===== src/rtl/aging_vector_sequencer.sv =====
// Vector bank sequencer for aging runs: replays stored vectors into a combinational
// circuit, captures its response after a settle time. Optional MISR: AGING_SEQ_MISR_EN.
module aging_vector_sequencer #(
  parameter int VEC_WIDTH     = 41,
  parameter int OUT_WIDTH     = 32,
  parameter int VEC_DEPTH     = 64,
  parameter int ADDR_W        = 6,
  parameter int SETTLE_CYCLES = 1
) (
  input  logic                 clk,
  input  logic                 rst,
  input  logic                 wr_en,
  input  logic [ADDR_W-1:0]    wr_addr,
  input  logic [VEC_WIDTH-1:0] wr_data,
  input  logic                 start,
  input  logic                 abort,
  input  logic [15:0]          loop_count,
  output logic [VEC_WIDTH-1:0] dut_in,
  input  logic [OUT_WIDTH-1:0] dut_out,
  output logic                 cap_valid,
  output logic [OUT_WIDTH-1:0] cap_data,
  output logic [ADDR_W-1:0]    cap_index,
  output logic                 busy,
  output logic                 done,
  output logic [31:0]          signature
);

  typedef enum logic [2:0] {S_IDLE, S_APPLY, S_SETTLE, S_CAPTURE, S_DONE} state_t;

  localparam logic [ADDR_W-1:0] LAST_IDX    = ADDR_W'(VEC_DEPTH - 1);
  localparam logic [7:0]        SETTLE_INIT = 8'(SETTLE_CYCLES - 1);

  state_t               state;
  logic [VEC_WIDTH-1:0] mem [VEC_DEPTH];
  logic [ADDR_W-1:0]    idx;
  logic [15:0]          pass;
  logic [15:0]          loop_r;
  logic [15:0]          pass_next;
  logic [7:0]           settle_cnt;

  assign pass_next = pass + 16'd1;

  // Host writes are locked out while a run is driving the circuit.
  always_ff @(posedge clk) begin
    if (wr_en && !busy) mem[wr_addr] <= wr_data;
  end

`ifdef AGING_SEQ_MISR_EN
  logic [31:0] out32;
  logic [31:0] misr_next;
  assign out32     = 32'(dut_out);
  assign misr_next = ({signature[30:0], 1'b0} ^ (signature[31] ? 32'h0040_0007 : 32'h0)) ^ out32;
`else
  assign signature = 32'h0;
`endif

  always_ff @(posedge clk) begin
    if (rst) begin
      state      <= S_IDLE;
      idx        <= '0;
      pass       <= '0;
      loop_r     <= '0;
      settle_cnt <= '0;
      dut_in     <= '0;
      cap_valid  <= 1'b0;
      cap_data   <= '0;
      cap_index  <= '0;
      busy       <= 1'b0;
      done       <= 1'b0;
`ifdef AGING_SEQ_MISR_EN
      signature  <= '0;
`endif
    end else begin
      cap_valid <= 1'b0;
      case (state)
        S_IDLE, S_DONE: begin
          if (start && !abort) begin
            state  <= S_APPLY;
            idx    <= '0;
            pass   <= '0;
            loop_r <= loop_count;
            busy   <= 1'b1;
            done   <= 1'b0;
`ifdef AGING_SEQ_MISR_EN
            signature <= '0;
`endif
          end
        end
        S_APPLY: begin
          if (abort) begin
            state <= S_IDLE;
            busy  <= 1'b0;
          end else begin
            dut_in     <= mem[idx];
            settle_cnt <= SETTLE_INIT;
            state      <= S_SETTLE;
          end
        end
        S_SETTLE: begin
          if (abort) begin
            state <= S_IDLE;
            busy  <= 1'b0;
          end else if (settle_cnt == 8'd0) begin
            state <= S_CAPTURE;
          end else begin
            settle_cnt <= settle_cnt - 8'd1;
          end
        end
        S_CAPTURE: begin
          if (abort) begin
            state <= S_IDLE;
            busy  <= 1'b0;
          end else begin
            cap_data  <= dut_out;
            cap_index <= idx;
            cap_valid <= 1'b1;
`ifdef AGING_SEQ_MISR_EN
            signature <= misr_next;
`endif
            // A zero loop count never matches, so endless runs just wrap pass.
            if (idx == LAST_IDX) begin
              idx  <= '0;
              pass <= pass_next;
              if (loop_r != 16'd0 && pass_next == loop_r) begin
                state <= S_DONE;
                busy  <= 1'b0;
                done  <= 1'b1;
              end else begin
                state <= S_APPLY;
              end
            end else begin
              idx   <= idx + 1'b1;
              state <= S_APPLY;
            end
          end
        end
        default: begin
          state <= S_IDLE;
          busy  <= 1'b0;
        end
      endcase
    end
  end

endmodule


===== config.mk =====
export PLATFORM = sky130hd
export DESIGN_NAME = aging_vector_sequencer
export DESIGN_NICKNAME = d
export VERILOG_FILES = /design/src/rtl/aging_vector_sequencer.sv
export SDC_FILE = /design/constraint.sdc
export NUM_CORES = 2
export LEC_CHECK = 0
export BUFFER_PORTS_ARGS = -buffer_cell sky130_fd_sc_hd__buf_2
export CORE_MARGIN = 2
export CORE_UTILIZATION = 28
export DETAILED_ROUTE_END_ITERATION = 16
export SYNTH_ARGS = -nofsm -noshare
export SYNTH_HDL_FRONTEND = slang
export SYNTH_SLANG_ARGS = --single-unit

===== constraint.sdc =====
create_clock -name clk -period 5.9 [get_ports clk]
set_input_delay 0 -clock clk [delete_from_list [all_inputs] [get_ports clk]]
set_output_delay 0 -clock clk [all_outputs]
set_load 0.02 [all_outputs]

After elaboration in Yosys (flattened, before gate mapping)
Memory sizes are Yosys's and may differ from the RTL's. A register that Yosys moved wholly into a read port is not among the register bits.
Index checks and enable logic that the tools add are counted.
{"block": "word_totals", "out_inout_bits": 114, "wordCells": 89, "in_bits": 100, "ram_bits": 2624, "regBits": 90, "mem_count": 1}
{"memory": "mem", "depth": 64, "word_bits": 41, "read_ports": 1, "rd_ports_with_merged_regs": 1, "wr": 1, "line_no": "34", "rtl": "logic [VEC_WIDTH-1:0] mem [VEC_DEPTH];"}
{"block": "op_classes", "reduce_logical": 22, "n_eq_ne": 17, "n_bitwise": 2, "addsub": 3, "n_mux": 34}
{"cell": "16-bit two-way mux", "count": 3}
{"cell": "16-bit one-hot mux with 2 select lines", "count": 1}
{"cell": "8-bit two-way mux", "count": 3}
{"cell": "3-bit two-way mux", "count": 6}
{"cell": "6-bit two-way mux", "count": 3}
{"cell": "16-bit by 1-bit adder with 16-bit output (second input constant)", "count": 1}
{"cell": "16-bit == test", "count": 1}
{"cell": "8-bit one-hot mux with 2 select lines", "count": 1}
{"cell": "16-bit nonzero test", "count": 1}
{"cell": "2-bit inequality test (second input constant)", "count": 7}
{"cell": "1-bit two-way mux", "count": 12}
{"cell": "3-bit one-hot mux with 4 select lines", "count": 1}
{"cell": "6-bit one-hot mux with 2 select lines", "count": 1}
{"cell": "4-bit AND reduction", "count": 3}
{"cell": "3-bit inequality test (second input constant)", "count": 3}
{"cell": "8-bit zero test", "count": 1}
{"cell": "2-bit AND reduction", "count": 4}
{"cell": "8-bit by 1-bit subtractor with 8-bit output (second input constant)", "count": 1}
{"cell": "6-bit by 1-bit adder with 6-bit output (second input constant)", "count": 1}
{"cell": "3-bit by 2-bit == test with 1-bit output (second input constant)", "count": 2}
{"cell": "6-bit == test (second input constant)", "count": 1}
{"cell": "2-bit OR reduction", "count": 3}
{"cell": "5-bit AND reduction", "count": 1}
{"cell": "2-bit nonzero test", "count": 2}
{"cell": "11 further kinds", "count": 15}

Longest topological paths before layout
{"block": "logic_depth", "word_depth": 7, "ltp_mapped": 10, "depth_no_buf": 8}

Worst setup path before layout
No wires, ideal clock.
{"block": "synth_timing", "path_kind": "reg2reg", "from": "register busy", "to": "memory mem[31][0], enable pin", "path_buffers": 0, "synth_period_minus_slack_ns": 3.120, "t_required_ns": 5.460, "setup_ns": 0.440, "t_arrival_ns": 2.680, "slack_ns": 2.780, "path_stages_with_launch": 4, "path_cell_list": "dfxtp_1 nor2b_1 nand4_1 nor2_1"}
{"block": "synth_via", "elab_chain_len": 4}
{"element": "start, declared", "line_no": "23", "rtl": "output logic busy,"}
{"element": "start signal, assigned", "line_no": "68", "rtl": "busy <= 1'b0;"}
{"element": "start signal, assigned", "line_no": "82", "rtl": "busy <= 1'b1;"}
{"element": "start signal, assigned", "line_no": "92", "rtl": "busy <= 1'b0;"}
{"element": "1-bit zero test", "line_no": "45", "rtl": "if (wr_en && !busy) mem[wr_addr] <= wr_data;"}
{"element": "1-bit logical AND", "line_no": "45"}
{"element": "1-bit two-way mux", "line_no": "45"}
{"element": "1-bit two-way mux (implied by the code)", "line_no": "45"}
{"element": "end, declared", "line_no": "34"}
Every way passes these cells.

Final worst setup path
{"block": "layout_timing", "from": "register busy", "to": "memory mem[62][40], enable pin"}
Same word-level chain as after synthesis.

==> results <==
- The number of cells produced by synthesis is 4684.
- The global route total overflow is 0.
- In this run, flip-flops and latches consume 53.3% of the power.
- In this run the tightest slew margin relative to its limit is just over 7%.
- The number of nets at the end of the flow is 5399.
- The die extent in y is 617 um.
- By startpoint and endpoint, the worst setup path is classified as register to register.
- The number of failing setup endpoints in the final timing report is 0.
- The weighted congestion at the end of routability-driven global placement is 0.794.
- In the final routed layout, each cell accounts on average for ~28 um.
- The HPWL reported at the end of detailed placement is 167000 um.
- Using the TritonRoute via totals, the vias-per-cell ratio works out to about 5.0.
- In this run, synthesis produced a sequential element count of ~2800.
- The final setup skew is 0.0609 ns.
- The synthesized design devotes to its leading area cell type 74.8% of total area.
- The delay contributed by the slowest stage of the critical path is between 1 and 1.5 ns.
- Hold timing on the final database bottoms out at a slack of -0.00631 ns.
- The final count of pins violating max slew was 0.
- Clock tree synthesis selected as its root buffer the cell clkbuf_16.
- Setup repair after global routing left no endpoint under its margin.
- The floorplan die area is 381000 um^2.
- The portion of the post-synthesis area used by sequential elements is 77.3%.
- Counting cells, the worst reg-to-reg path comes to 4.
- The CTS tree is done.
- The wire length of the first global-routing pass is between 400000 and 500000 um.
- The areal power density over the cells is 325 nW/um^2.
- After synthesis, the share of flip-flops with an asynchronous set or reset is 0%.
- CTS built an H-tree with a depth of 5.
- In this run the static leakage power is 37.4 nW.
- Cells with a size suffix above 1 make up 29.8% of the layout.
- The largest individual stage delay along the critical path comes from the cell nor2_4.
- The clock network fraction of total power is between 40 and 50%.
- The count of pins on the block boundary is 214.
- The total CTS buffers is 289.
- Along the worst hold path, the cell count comes to 1.
- The net switching share of the total power is about a fifth.
- The initial antenna violation count is 40.
- At the pin with the least slew margin, the transition time is between 1 and 1.5 ns.
- After detailed routing, the number of remaining DRC violations is 0.
- The run finished, with violations left.
- Clock-pin slew was measured on the worst setup and hold paths at approximately 0.060 ns.
- The mapped netlist covers 105000 um^2.
- The checks that failed: negative hold slack.
- The final count of hold timing violations came to 4.
- Timing would allow up to 0.265 GHz.
- The top cell type by total area after synthesis is edfxtp_1.
- Counting distinct cell types in the post-synthesis netlist gives 63.
- Data arrives at the worst endpoint at between 4 and 5 ns.
- The combinational group share of total power is 4.0%.
- The commonest non-fill, non-tap cell in the layout is edfxtp_1.
- In the layout the commonest cells are edfxtp_1 (2624), mux4_2 (776), clkbuf_16 (293).
- Among all flip-flop cells after synthesis, the most frequent one is edfxtp_1.
- The initial utilization of the core area, before any placement, comes to 28.1%.
- The floorplan has about 230 rows.
- In this run, post-CTS repair resized a total of 0 instances.
- For this block, the routed nets add up to 297000 um of wire.
- The Yosys warning count is 0.
- The worst path in the final design needs a cycle of roughly 3.8 ns, including I/O delays and setup.
- The clock reaches the later pin of the worst-skew pair after approximately 0.86 ns.
- The number of global-route vias before repair is 52600.
- The cell-internal power is 32.0 mW.
- The number of violations of the max-capacitance limit is 0.
- For this design the total switching power over the nets is 8.44 mW.
- The largest buffer count on any clock path is 4.
- The min-delay analysis places its worst path in the category input pin to register.
- The number of iterations in the first detailed-routing pass is 7.
- Relative to the synthesized area, the layout overhead comes to 18.1%.
- The count of flip-flops with a built-in enable after synthesis is about 2600.
- Across every metal layer, demand over resource in global routing totals 15.2%.
- For the final routed database, the setup TNS stands at 0 ns.
- Port buffering added 181 buffers.
- The total via count in the routed design is roughly 53000.
- STA classifies the critical path endpoint as a register.
- The signal on the critical path passes through nor2_1, nand4_1, nor2_4, buf_4.
- The worst IR drop on VDD is 0.192 mV.
- The total area inside the core boundary comes to 375000 um^2.
- After the first detailed-routing iteration, the DRC count stood at 6926.
- The pin count of the biggest net entering global routing is between 100 and 150.
- The ratio of final minimum period to clock period is 63.9%.
- The count of placed standard cells including taps is 9767.
- For this run, the number of standard cells in the final layout without fillers is 10500.
- Data on the critical path is required at its endpoint by about 6.3 ns.
- The width of the chip is 617 um.
- Dividing the synthesized area by the synthesized cell count gives 22.5 um^2.
- Of all nets on the critical path, the largest fanout is 27.
- For this design, the sink count on the clock tree is around 2800.
- The worst setup path is launched from a register.
- Yosys attributes the largest share of cell area to edfxtp_1 (75%), mux4_2 (17%), dfxtp_1 (2.5%).
- Once detail routing completed, the nets flagged for antenna violations numbered 0.
-- layer usage --
layer / GRT usage, % / wire length (um) / part of all wire (%)
met4: 3.85 / 7930 / 2.7
met2: 24.8 / 143000 / 48
met3: 2.99 / 26900 / 9.0
met1: 20.9 / 120000 / 40
met5: 0 / 137 / 0.046
-- power groups by stage --
| stage | logic [mW] | registers, mW | clock network, mW |
|---|---|---|---|
| after CTS | 1.63 | 21.6 | 17.5 |
| after global placement | 1.50 | 22.0 | 0 |
| final | 1.61 | 21.6 | 17.3 |
| after global routing | 1.73 | 21.6 | 18.3 |
| after floorplan | 0.923 | 22.0 | 0 |
| after detailed placement | 1.54 | 22.0 | 0 |
-- Yosys cell counts, types with 44 or more instances --
library cell     n
o21ai_0         68
edfxtp_1      2624
dfxtp_1        131
buf_4           46
mux2_2          44
buf_2           77
clkbuf_1       113
nand2_1        148
nand3_1         72
mux4_2         776
a21oi_1        105
nor2_1         131
-- repair_timing --
action / in CTS / in global routing
endpoints found under the hold margin: 2331 / 0
hold buffers: 230 / 0
buffers inserted: 0 / 0
-- per-stage QoR --
stage	setup slack, ns	utilization [%]	power [mW]	hold slack [ns]	instance area (um^2)
floorplan	2.78	-	22.9	0.0989	105000
global placement	2.13	30.2	23.5	0.246	113000
detailed placement	2.15	30.2	23.5	0.251	113000
CTS	2.12	33.2	40.7	0.00416	124000
global route	2.00	33.2	41.6	0.0215	124000
finish	2.13	33.2	40.4	-0.00631	124000
-- final timing paths --
check / from / slack (ns) / to
worst max-delay path: busy$_SDFFE_PP0P_ / 2.13 / mem[62][40]$_DFFE_PP_
worst min-delay path: wr_data[3] / -0.006 / mem[19][3]$_DFFE_PP_
worst max register to register: busy$_SDFFE_PP0P_ / 2.13 / mem[62][40]$_DFFE_PP_
worst min register to register: cap_index[4]$_SDFFE_PP0P_ / 0.45 / cap_index[4]$_SDFFE_PP0P_
-- registers in the layout, indices dropped and copies added (netlist names) --
| signal | count |
|---|---|
| settle_cnt | 8 |
| mem | 2624 |
| pass | 16 |
| state | 3 |
| loop_r | 16 |
| done | 1 |
| idx | 6 |
| cap_valid | 1 |
| cap_index | 6 |
| busy | 1 |
| cap_data | 32 |
| dut_in | 41 |
-- final cells by class --
cell class	instances	area (um^2)
Fill cell	34800	251000
Multi-Input combinational cell	1665	23100
Antenna cell	10	25.0
Timing Repair Buffer	577	4750
Clock buffer	365	7680
Tap cell	4994	6250
Sequential cell	2755	81400
Clock inverter	139	1160
Inverter	7	28.8
-- cell families (layout without fill, tap and decap cells) --
| group | count (synthesis) | count (layout) | share of synthesized area, % |
|---|---|---|---|
| flip-flops | 2755 | 2755 | 77.3 |
| multiplexers | 862 | 862 | 17.5 |
| AND/OR/NAND/NOR | 455 | 455 | 2.00 |
| buffers and inverters | 295 | 1088 | 1.41 |
| AO/OA/AOI/OAI | 285 | 285 | 1.55 |
| XOR/XNOR | 27 | 27 | 0.225 |
| adder cells (fa/ha/maj) | 4 | 4 | 0.0475 |
| other | 1 | 42 | 0.00356 |
-- worst max-delay path, delay by kind of cell (launching register included) --
family	cells	cell delay, ns
flops	1	0.44
simple gates	3	2.15
buf+inv	1	0.74
Power figures use the tool's default switching activity.
